**config.mk**
```make
export PLATFORM = sky130hd
export DESIGN_NAME = mem_port_arbiter
export DESIGN_NICKNAME = d
export VERILOG_FILES = /design/src/rtl/mem_port_arbiter_pkg.sv /design/src/rtl/mem_port_arbiter_byte_seq.sv /design/src/rtl/mem_port_arbiter.sv
export SDC_FILE = /design/constraint.sdc
export NUM_CORES = 1
export LEC_CHECK = 0
export BUFFER_PORTS_ARGS = -buffer_cell sky130_fd_sc_hd__buf_2
export CAP_MARGIN = 20
export CORE_MARGIN = 8
export CORE_UTILIZATION = 50
export CTS_BUF_LIST = sky130_fd_sc_hd__clkbuf_16
export DETAILED_ROUTE_END_ITERATION = 6
export PLACE_DENSITY = 0.8
export SYNTH_ARGS = -nofsm -noshare
export SYNTH_HDL_FRONTEND = slang
export SYNTH_SLANG_ARGS = --single-unit
```
**constraint.sdc**
```tcl
create_clock -name clk -period 2.6 [get_ports clk]
set_input_delay 0.52 -clock clk [delete_from_list [all_inputs] [get_ports clk]]
set_output_delay 0.52 -clock clk [all_outputs]
set_load 0.01 [all_outputs]
```
**src/rtl/mem_port_arbiter_pkg.sv**
```systemverilog
// Shared types for the byte-wide RAM port arbiter: width codes, FSM states,
// requester ids and the width-code to byte-count decode.
package mem_port_arbiter_pkg;

    localparam int DEF_ADDR_W = 17;

    localparam logic [2:0] WIDTH_B = 3'b001;
    localparam logic [2:0] WIDTH_H = 3'b010;
    localparam logic [2:0] WIDTH_W = 3'b100;

    typedef enum logic [1:0] {
        ST_IDLE = 2'd0,
        ST_RD   = 2'd1,
        ST_WR   = 2'd2,
        ST_DONE = 2'd3
    } state_e;

    typedef enum logic {
        SRC_IF = 1'b0,
        SRC_MA = 1'b1
    } src_e;

    // Unknown width codes fall back to a full word.
    function automatic logic [2:0] width_to_n(input logic [2:0] w);
        case (w)
            WIDTH_B: return 3'd1;
            WIDTH_H: return 3'd2;
            default: return 3'd4;
        endcase
    endfunction

endpackage

```
**src/rtl/mem_port_arbiter_byte_seq.sv**
```systemverilog
// Byte sequencer: holds base address, length and byte counter, produces the
// current RAM address / write byte and assembles read bytes into a word.
module mem_byte_seq
    import mem_port_arbiter_pkg::*;
#(
    parameter int ADDR_W = DEF_ADDR_W
) (
    input  logic              clk,
    input  logic              rst,
    input  logic              en,
    input  logic              start,
    input  logic              step,
    input  logic              capture,
    input  logic [31:0]       base_in,
    input  logic [2:0]        n_in,
    input  logic [31:0]       wdata_in,
    input  logic [7:0]        din,
    output logic [2:0]        cnt_o,
    output logic [2:0]        n_o,
    output logic [ADDR_W-1:0] addr_o,
    output logic [7:0]        wbyte_o,
    output logic [31:0]       data_o
);

    logic [31:0] base_q, base_d;
    logic [2:0]  n_q, n_d;
    logic [2:0]  cnt_q, cnt_d;
    logic [31:0] data_q, data_d;
    logic [31:0] data_next;

    // Byte arriving now belongs to the address issued one step earlier.
    always_comb begin
        data_next = data_q;
        if (capture) begin
            case (cnt_q)
                3'd1:    data_next[7:0]   = din;
                3'd2:    data_next[15:8]  = din;
                3'd3:    data_next[23:16] = din;
                default: data_next[31:24] = din;
            endcase
        end
    end

    always_comb begin
        base_d = base_q;
        n_d    = n_q;
        cnt_d  = cnt_q;
        data_d = data_q;
        if (start) begin
            base_d = base_in;
            n_d    = n_in;
            cnt_d  = 3'd0;
            data_d = '0;
        end else if (step) begin
            cnt_d  = cnt_q + 3'd1;
            data_d = data_next;
        end
    end

    always_ff @(posedge clk) begin
        if (!rst) begin
            base_q <= '0;
            n_q    <= '0;
            cnt_q  <= '0;
            data_q <= '0;
        end else if (en) begin
            base_q <= base_d;
            n_q    <= n_d;
            cnt_q  <= cnt_d;
            data_q <= data_d;
        end
    end

    always_comb begin
        case (cnt_q[1:0])
            2'd0:    wbyte_o = wdata_in[7:0];
            2'd1:    wbyte_o = wdata_in[15:8];
            2'd2:    wbyte_o = wdata_in[23:16];
            default: wbyte_o = wdata_in[31:24];
        endcase
    end

    assign addr_o = ADDR_W'(base_q + 32'(cnt_q));
    assign cnt_o  = cnt_q;
    assign n_o    = n_q;
    assign data_o = data_next;

endmodule

```
**src/rtl/mem_port_arbiter.sv**
```systemverilog
// Arbitrates the byte-wide RAM port between instruction fetch and the
// load/store unit; MA wins ties, fetches may be flushed mid-read.
module mem_port_arbiter
    import mem_port_arbiter_pkg::*;
#(
    parameter int ADDR_W = DEF_ADDR_W
) (
    input  logic              clk,
    input  logic              rst,
    input  logic              rdy,
    input  logic              if_req,
    input  logic [31:0]       if_addr,
    input  logic              if_flush,
    output logic              if_done,
    output logic [31:0]       if_inst,
    input  logic              ma_re,
    input  logic              ma_we,
    input  logic [31:0]       ma_addr,
    input  logic [31:0]       ma_wdata,
    input  logic [2:0]        ma_width,
    output logic              ma_done,
    output logic [31:0]       ma_rdata,
    input  logic [7:0]        mem_din,
    output logic [7:0]        mem_dout,
    output logic [ADDR_W-1:0] mem_a,
    output logic              mem_wr,
    output logic              stall_req_if,
    output logic              stall_req_ma
);

    state_e      state_q, state_d;
    src_e        src_q, src_d;
    logic [31:0] if_inst_q, if_inst_d;
    logic [31:0] ma_rdata_q, ma_rdata_d;

    logic              ma_any;
    logic              seq_start, seq_step, seq_capture;
    logic [31:0]       seq_base;
    logic [2:0]        seq_n_in, seq_cnt, seq_n;
    logic [ADDR_W-1:0] seq_addr;
    logic [7:0]        seq_wbyte;
    logic [31:0]       seq_data;
    logic              drive_a, wr, if_done_c, ma_done_c;

    assign ma_any = ma_re | ma_we;

    mem_byte_seq #(.ADDR_W(ADDR_W)) u_seq (
        .clk      (clk),
        .rst      (rst),
        .en       (rdy),
        .start    (seq_start),
        .step     (seq_step),
        .capture  (seq_capture),
        .base_in  (seq_base),
        .n_in     (seq_n_in),
        .wdata_in (ma_wdata),
        .din      (mem_din),
        .cnt_o    (seq_cnt),
        .n_o      (seq_n),
        .addr_o   (seq_addr),
        .wbyte_o  (seq_wbyte),
        .data_o   (seq_data)
    );

    always_comb begin
        state_d     = state_q;
        src_d       = src_q;
        if_inst_d   = if_inst_q;
        ma_rdata_d  = ma_rdata_q;
        seq_start   = 1'b0;
        seq_step    = 1'b0;
        seq_capture = 1'b0;
        drive_a     = 1'b0;
        wr          = 1'b0;
        if_done_c   = 1'b0;
        ma_done_c   = 1'b0;
        seq_base    = ma_any ? ma_addr : if_addr;
        seq_n_in    = ma_any ? width_to_n(ma_width) : 3'd4;
        unique case (state_q)
            ST_IDLE: begin
                if (ma_any || if_req) begin
                    seq_start = 1'b1;
                    src_d     = ma_any ? SRC_MA : SRC_IF;
                    state_d   = ma_we ? ST_WR : ST_RD;
                end
            end
            // One extra RD cycle after the last address collects the final byte.
            ST_RD: begin
                seq_step    = 1'b1;
                seq_capture = (seq_cnt != 3'd0);
                drive_a     = (seq_cnt != seq_n);
                if (src_q == SRC_IF && if_flush) begin
                    state_d = ST_IDLE;
                end else if (seq_cnt == seq_n) begin
                    state_d = ST_DONE;
                    if (src_q == SRC_IF) if_inst_d  = seq_data;
                    else                 ma_rdata_d = seq_data;
                end
            end
            ST_WR: begin
                seq_step = 1'b1;
                drive_a  = 1'b1;
                wr       = 1'b1;
                if (seq_cnt == seq_n - 3'd1) state_d = ST_DONE;
            end
            ST_DONE: begin
                if_done_c = (src_q == SRC_IF);
                ma_done_c = (src_q == SRC_MA);
                state_d   = ST_IDLE;
            end
            default: state_d = ST_IDLE;
        endcase
    end

    always_ff @(posedge clk) begin
        if (!rst) begin
            state_q    <= ST_IDLE;
            src_q      <= SRC_IF;
            if_inst_q  <= '0;
            ma_rdata_q <= '0;
        end else if (rdy) begin
            state_q    <= state_d;
            src_q      <= src_d;
            if_inst_q  <= if_inst_d;
            ma_rdata_q <= ma_rdata_d;
        end
    end

    // Writes are suppressed while frozen or in reset so no stray byte lands.
    assign mem_a        = drive_a ? seq_addr : '0;
    assign mem_dout     = wr ? seq_wbyte : 8'h00;
    assign mem_wr       = wr & rdy & rst;
    assign if_done      = if_done_c & rdy;
    assign ma_done      = ma_done_c & rdy;
    assign if_inst      = if_inst_q;
    assign ma_rdata     = ma_rdata_q;
    assign stall_req_if = if_req & ~if_done;
    assign stall_req_ma = ma_any & ~ma_done;

endmodule

```
# Yosys cells after proc, flatten, opt, wreduce, memory -nomap -nowiden
# Index checks and enable logic that the tools add are counted.
# totals
reg_bits	122
elab_cells	82
input_bits	114
output_inout_bits	94
# classes
reduce_logical	14
bitwise	11
n_eq_ne	16
muxes	30
addsub	3
# op_table
operator	n
$mux 32	3
$mux 8	5
$mux 17	2
$pmux 8 s3	1
$add 17x3->17	1
$mux 2	5
$reduce_and 5->1	2
$eq 3x2->1 const B	3
$mux 3	3
$mux 1	8
$pmux 2 s4	1
$and 1x1->1	6
$eq 2x2->1 const B	3
$eq 3x1->1 const B	2
$eq 3x3->1	2
$pmux 3 s2	1
$eq 2x1->1 const B	2
$logic_not 2->1	2
$ne 2x2->1 const B	2
$not 1->1	4
$reduce_and 2->1	2
$reduce_and 4->1	1
$add 3x1->3 const B	1
$ne 3x3->1	1
other kinds (11)	11

# Depth between registers and ports, before layout
# depth
depth_word	6
mapped_depth	10
depth_no_buf	8

# By module
# Synthesis repeated with hierarchy kept, for this count alone.
# hier_totals
cells_unflattened	758
hier_area_um2	6612.6
# by_module_without_submodules
mod	cells_per_inst	area_each_um2	n_inst	seq_area_each_um2
mem_port_arbiter	409	3434.5	1	1341.3
mem_byte_seq	349	3178.0	1	1101.1

# Worst setup path after synthesis
# Ideal clock, no wire load.
# synth_timing
kind	register to output
startpoint	register u_seq.cnt_q[1] (netlist: u_seq.cnt_o[1])
endpoint	output port mem_a[8]
required_time_ns	2.080
arrival_ns	1.825
setup_slack_ns	0.255
path_stages_with_launch	8
n_path_buf	0
path_cell_list	dfxtp_1 inv_1 fa_1 nor2b_1 o211a_1 nand4_1 xor2_1 nor2_1
# synth_via
elab_chain_len	3
elab_cells_between_ends	4
cone_classes	add/sub (1); eq/ne (1); mux (2)
# synth_rtl
item	line	text
start: declaration	mem_port_arbiter_byte_seq.sv:27	logic [2:0] cnt_q, cnt_d;
start signal: assignment	mem_port_arbiter_byte_seq.sv:69	cnt_q <= cnt_d;
parallel branches: the longest is 2 deep, another holds $add 17x3->17	--	
$mux 17 *	mem_port_arbiter.sv:130	assign mem_a = drive_a ? seq_addr : '0;
end: declaration	mem_port_arbiter.sv:25	output logic [ADDR_W-1:0] mem_a,
# Mark *: on every way between the ends.

# Worst setup path in the final report
# layout_timing
startpoint	register u_seq.cnt_q[0] (netlist: u_seq.cnt_o[0])
endpoint	output port mem_a[8]
# The elaborated chain is that of the path after synthesis.

==> summary.txt <==
CTS
  • Root buf cell: clkbuf_16
  • CTS buffer count: 17
  • Maximum root-to-sink buffer count: 2
  • CTS H-tree lvls: 4
  • CTS sink cnt: 122
  • Clk Latency, worst-skew pair: 410 ps
  • CTS tree: done
  • Clock slew at reported path FFs: 50 ps

Outcome
  • Failing checks: negative setup slack
  • Status: complete, but fails checks

Place
  • HPWL after detailed placement: 12200 um
  • Final GP Congestion: 0.857
  • IO buf count: between 150 and 200
  • Placed cell area: 6720 um^2
  • Placed Cells: 942

Synth
  • Post-synth cell types: 44
  • Synth Area per Inst: 8.66 um^2
  • Flops & latches, synth: around 120
  • Post-Syn Area: 5760 um^2
  • Syn_nets: 796
  • Sequential area share after synthesis: 42.4%
  • EDFF count, synth: 0
  • Top_reg_cell synth: dfxtp_1
  • Post-synthesis async set-or-reset flop share: 0%
  • Yosys warns: 0
  • Syn Inst Count: 666

Final layout
  • # diodes: 0
  • Layout area overhead: 28.5%
  • Fraction of layout cells with a size suffix above 1: 29.9%
  • Final non-filler cell total: 977
  • Fin area: about 7400 um^2
  • Layout Utilization: 65.4%
  • Total Nets Final: 951

STA
  • Period utilization: 103%
  • Final hold vios: 0
  • Sum of negative setup slack: -569 ps
  • Slew Limit Fails: 0
  • Max_slew headroom: 57.0%
  • Worst Skew: 5.09 ps
  • Peak Freq: 0.374 GHz
  • Worst-Margin Slew: 645 ps
  • Fin Hold WS: 377 ps
  • Final period demand of the worst path: 2680 ps
  • Final setup margin: -76.2 ps
  • Unrepaired setup endpoints after global routing: true
  • Setup violators final: 12

Detailed routing
  • WL/cell: 17.6 um
  • Vias: 5617
  • Initial drt markers: 462
  • Routed wire length: 17200 um
  • Residual DRC count: 0
  • Via-to-Cell Ratio: 5.75
  • Routed Antenna Nets: 0
  • Total iterations of the first detailed-routing run: 6

Setup path
  • Worst Setup Path Type: register to output pin
  • CP Capture Type: output pin
  • CP required: about 2100 ps
  • WP data arrival: 2160 ps
  • CP max FO: 6
  • Critical path launch point type: register

Global routing
  • Busiest grt layer: met2
  • Wire length of the first global-routing pass: 27200 um
  • Met2 Track Usage GR: between 30% and 40%
  • Vias in the first global route: 5609
  • Met1 Resource Use GR: 25.8%
  • GR Util All Layers: 22.2%
  • Initial antenna violation count: 0
  • Met3 Usage GRT: 6.89%
  • Largest net degree at the start of global routing: 65
  • Total gr overflow: 0

Hold path
  • Hold Crit Class: input port to register

Floorplan
  • Core area: 11300 um^2
  • Row count: 39
  • Total Die Area: 15200 um^2
  • Num ports: around 210
  • Initial core utilization: between 50% and 60%
  • Chip width: 123 um
  • Die Y: 123 um

Pwr
  • Lkg Pwr: 3.13 nW
  • Power per Cell Area: about 660 nW/um^2
  • IR drop worst, VDD: 499 uV

Flow run
  • Max-Cap Viols: 0
timing repair:
action	CTS	global route
setup endpoints to repair	18	24
pin swaps	6	6
gates resized for setup	18	9
setup buffers	1	2
hold buffers	0	0
kinds of logic (layout without fill, tap and decap cells):
family,count (synthesis),after routing,share of synthesized area [%]
buf+inv,77,245,6.03
xor+xnor,20,20,3.30
simple gates,224,224,16.8
fa+ha+maj,16,16,3.60
mux,32,32,5.56
flops,122,122,42.4
compound gates,175,175,22.4
state kept, by name, summed over array words and instances (netlist names):
name,flops
if_inst,32
ma_rdata,32
src_q,1
state_q,2
u_seq.base_q,17
u_seq.cnt_o,3
u_seq.data_q,32
u_seq.n_o,3
area by class of cell:
cell class                 count  area (um^2)
fill                         932         3920
multi-input combinational    467         3060
sequential                   122         2450
timing repair buffer         197         1100
clock buffer                  17          425
tap                          143          179
clock inverter                15          138
inverter                      16         61.3
per-stage QoR:
step / power (mW) / setup WS, ps
finish: 4.91 / -76.2
global route: 5.09 / -202
CTS: 4.91 / -89.7
detailed placement: 2.69 / 174
global placement: 2.66 / 223
floorplan: 2.46 / 255
synthesized netlist by cell type, drive strengths merged, types with 2 or more instances:
cell / n / area share [%]
nand2: 34 / 2.2
mux2i: 32 / 5.6
nand4: 3 / 0.33
ha: 15 / 3.3
a21o: 2 / 0.26
buf: 31 / 3.0
a211oi: 67 / 8.7
a32oi: 2 / 0.30
a21oi: 4 / 0.35
nand3: 7 / 0.61
nor2: 146 / 9.8
a222oi: 8 / 1.4
and3: 5 / 0.54
and2: 12 / 1.3
a22oi: 33 / 4.3
and4: 5 / 0.76
inv: 16 / 1.0
a311oi: 17 / 2.6
clkbuf: 30 / 2.0
nor2b: 6 / 0.65
nor3: 3 / 0.26
xnor2: 6 / 0.91
dfxtp: 122 / 42
o21ai: 34 / 3.3
xor2: 13 / 2.0
critical path, cell delays in order (launching register included):
cell,delay [ps]
dfxtp_2,350
ha_4,140
inv_2,40
fa_2,350
nor2b_4,140
o211a_4,220
nand4_1,130
xor2_1,170
nor2_1,70
buf_2,130
path summary, 6_finish.rpt:
path	startpoint	endpoint	slack, ps	depth (start not counted)
hold reg to reg	if_inst[8]$_SDFFE_PN0P_	if_inst[8]$_SDFFE_PN0P_	490	2
setup reg to reg	u_seq.cnt_o[0]$_SDFFE_PN0P_	if_inst[6]$_SDFFE_PN0P_	410	8
setup / recovery	u_seq.cnt_o[0]$_SDFFE_PN0P_	mem_a[8]	-80	9
hold / removal	if_addr[3]	u_seq.base_q[3]$_SDFFE_PN0P_	380	3
power by group:
group / total, mW / switching, mW / internal, mW / leakage [nW]
sequential: 2.02 / 0.0693 / 1.95 / 0.990
clock: 2.23 / 0.838 / 1.39 / 0.277
combinational: 0.665 / 0.400 / 0.265 / 1.86
total: 4.91 / 1.31 / 3.60 / 3.13
routing by layer:
metal | vias to the layer above | share of wire [%] | wire [um]
met5 | - | 0 | 0
met4 | 0 | 1.8 | 303
met3 | 34 | 8.6 | 1480
met2 | 223 | 48 | 8290
met1 | 2679 | 41 | 7090
li1 | 2681 | - | -
cell usage in the layout (no fill, tap or decap), drive strengths merged, types with 3 or more instances in the layout:
cell type,count
mux2i,32
o21ai,34
and3,5
buf,197
ha,15
and4,5
nor3,3
and2,12
nand4,3
xor2,13
nand2,34
clkinvlp,3
nor2,146
nor2b,6
nand3,7
a222oi,8
a311oi,17
clkinv,8
a211oi,67
inv,18
xnor2,6
clkbuf,17
a22oi,33
dfxtp,122
a21oi,4
No activity file was read; power rests on OpenSTA's default activity.
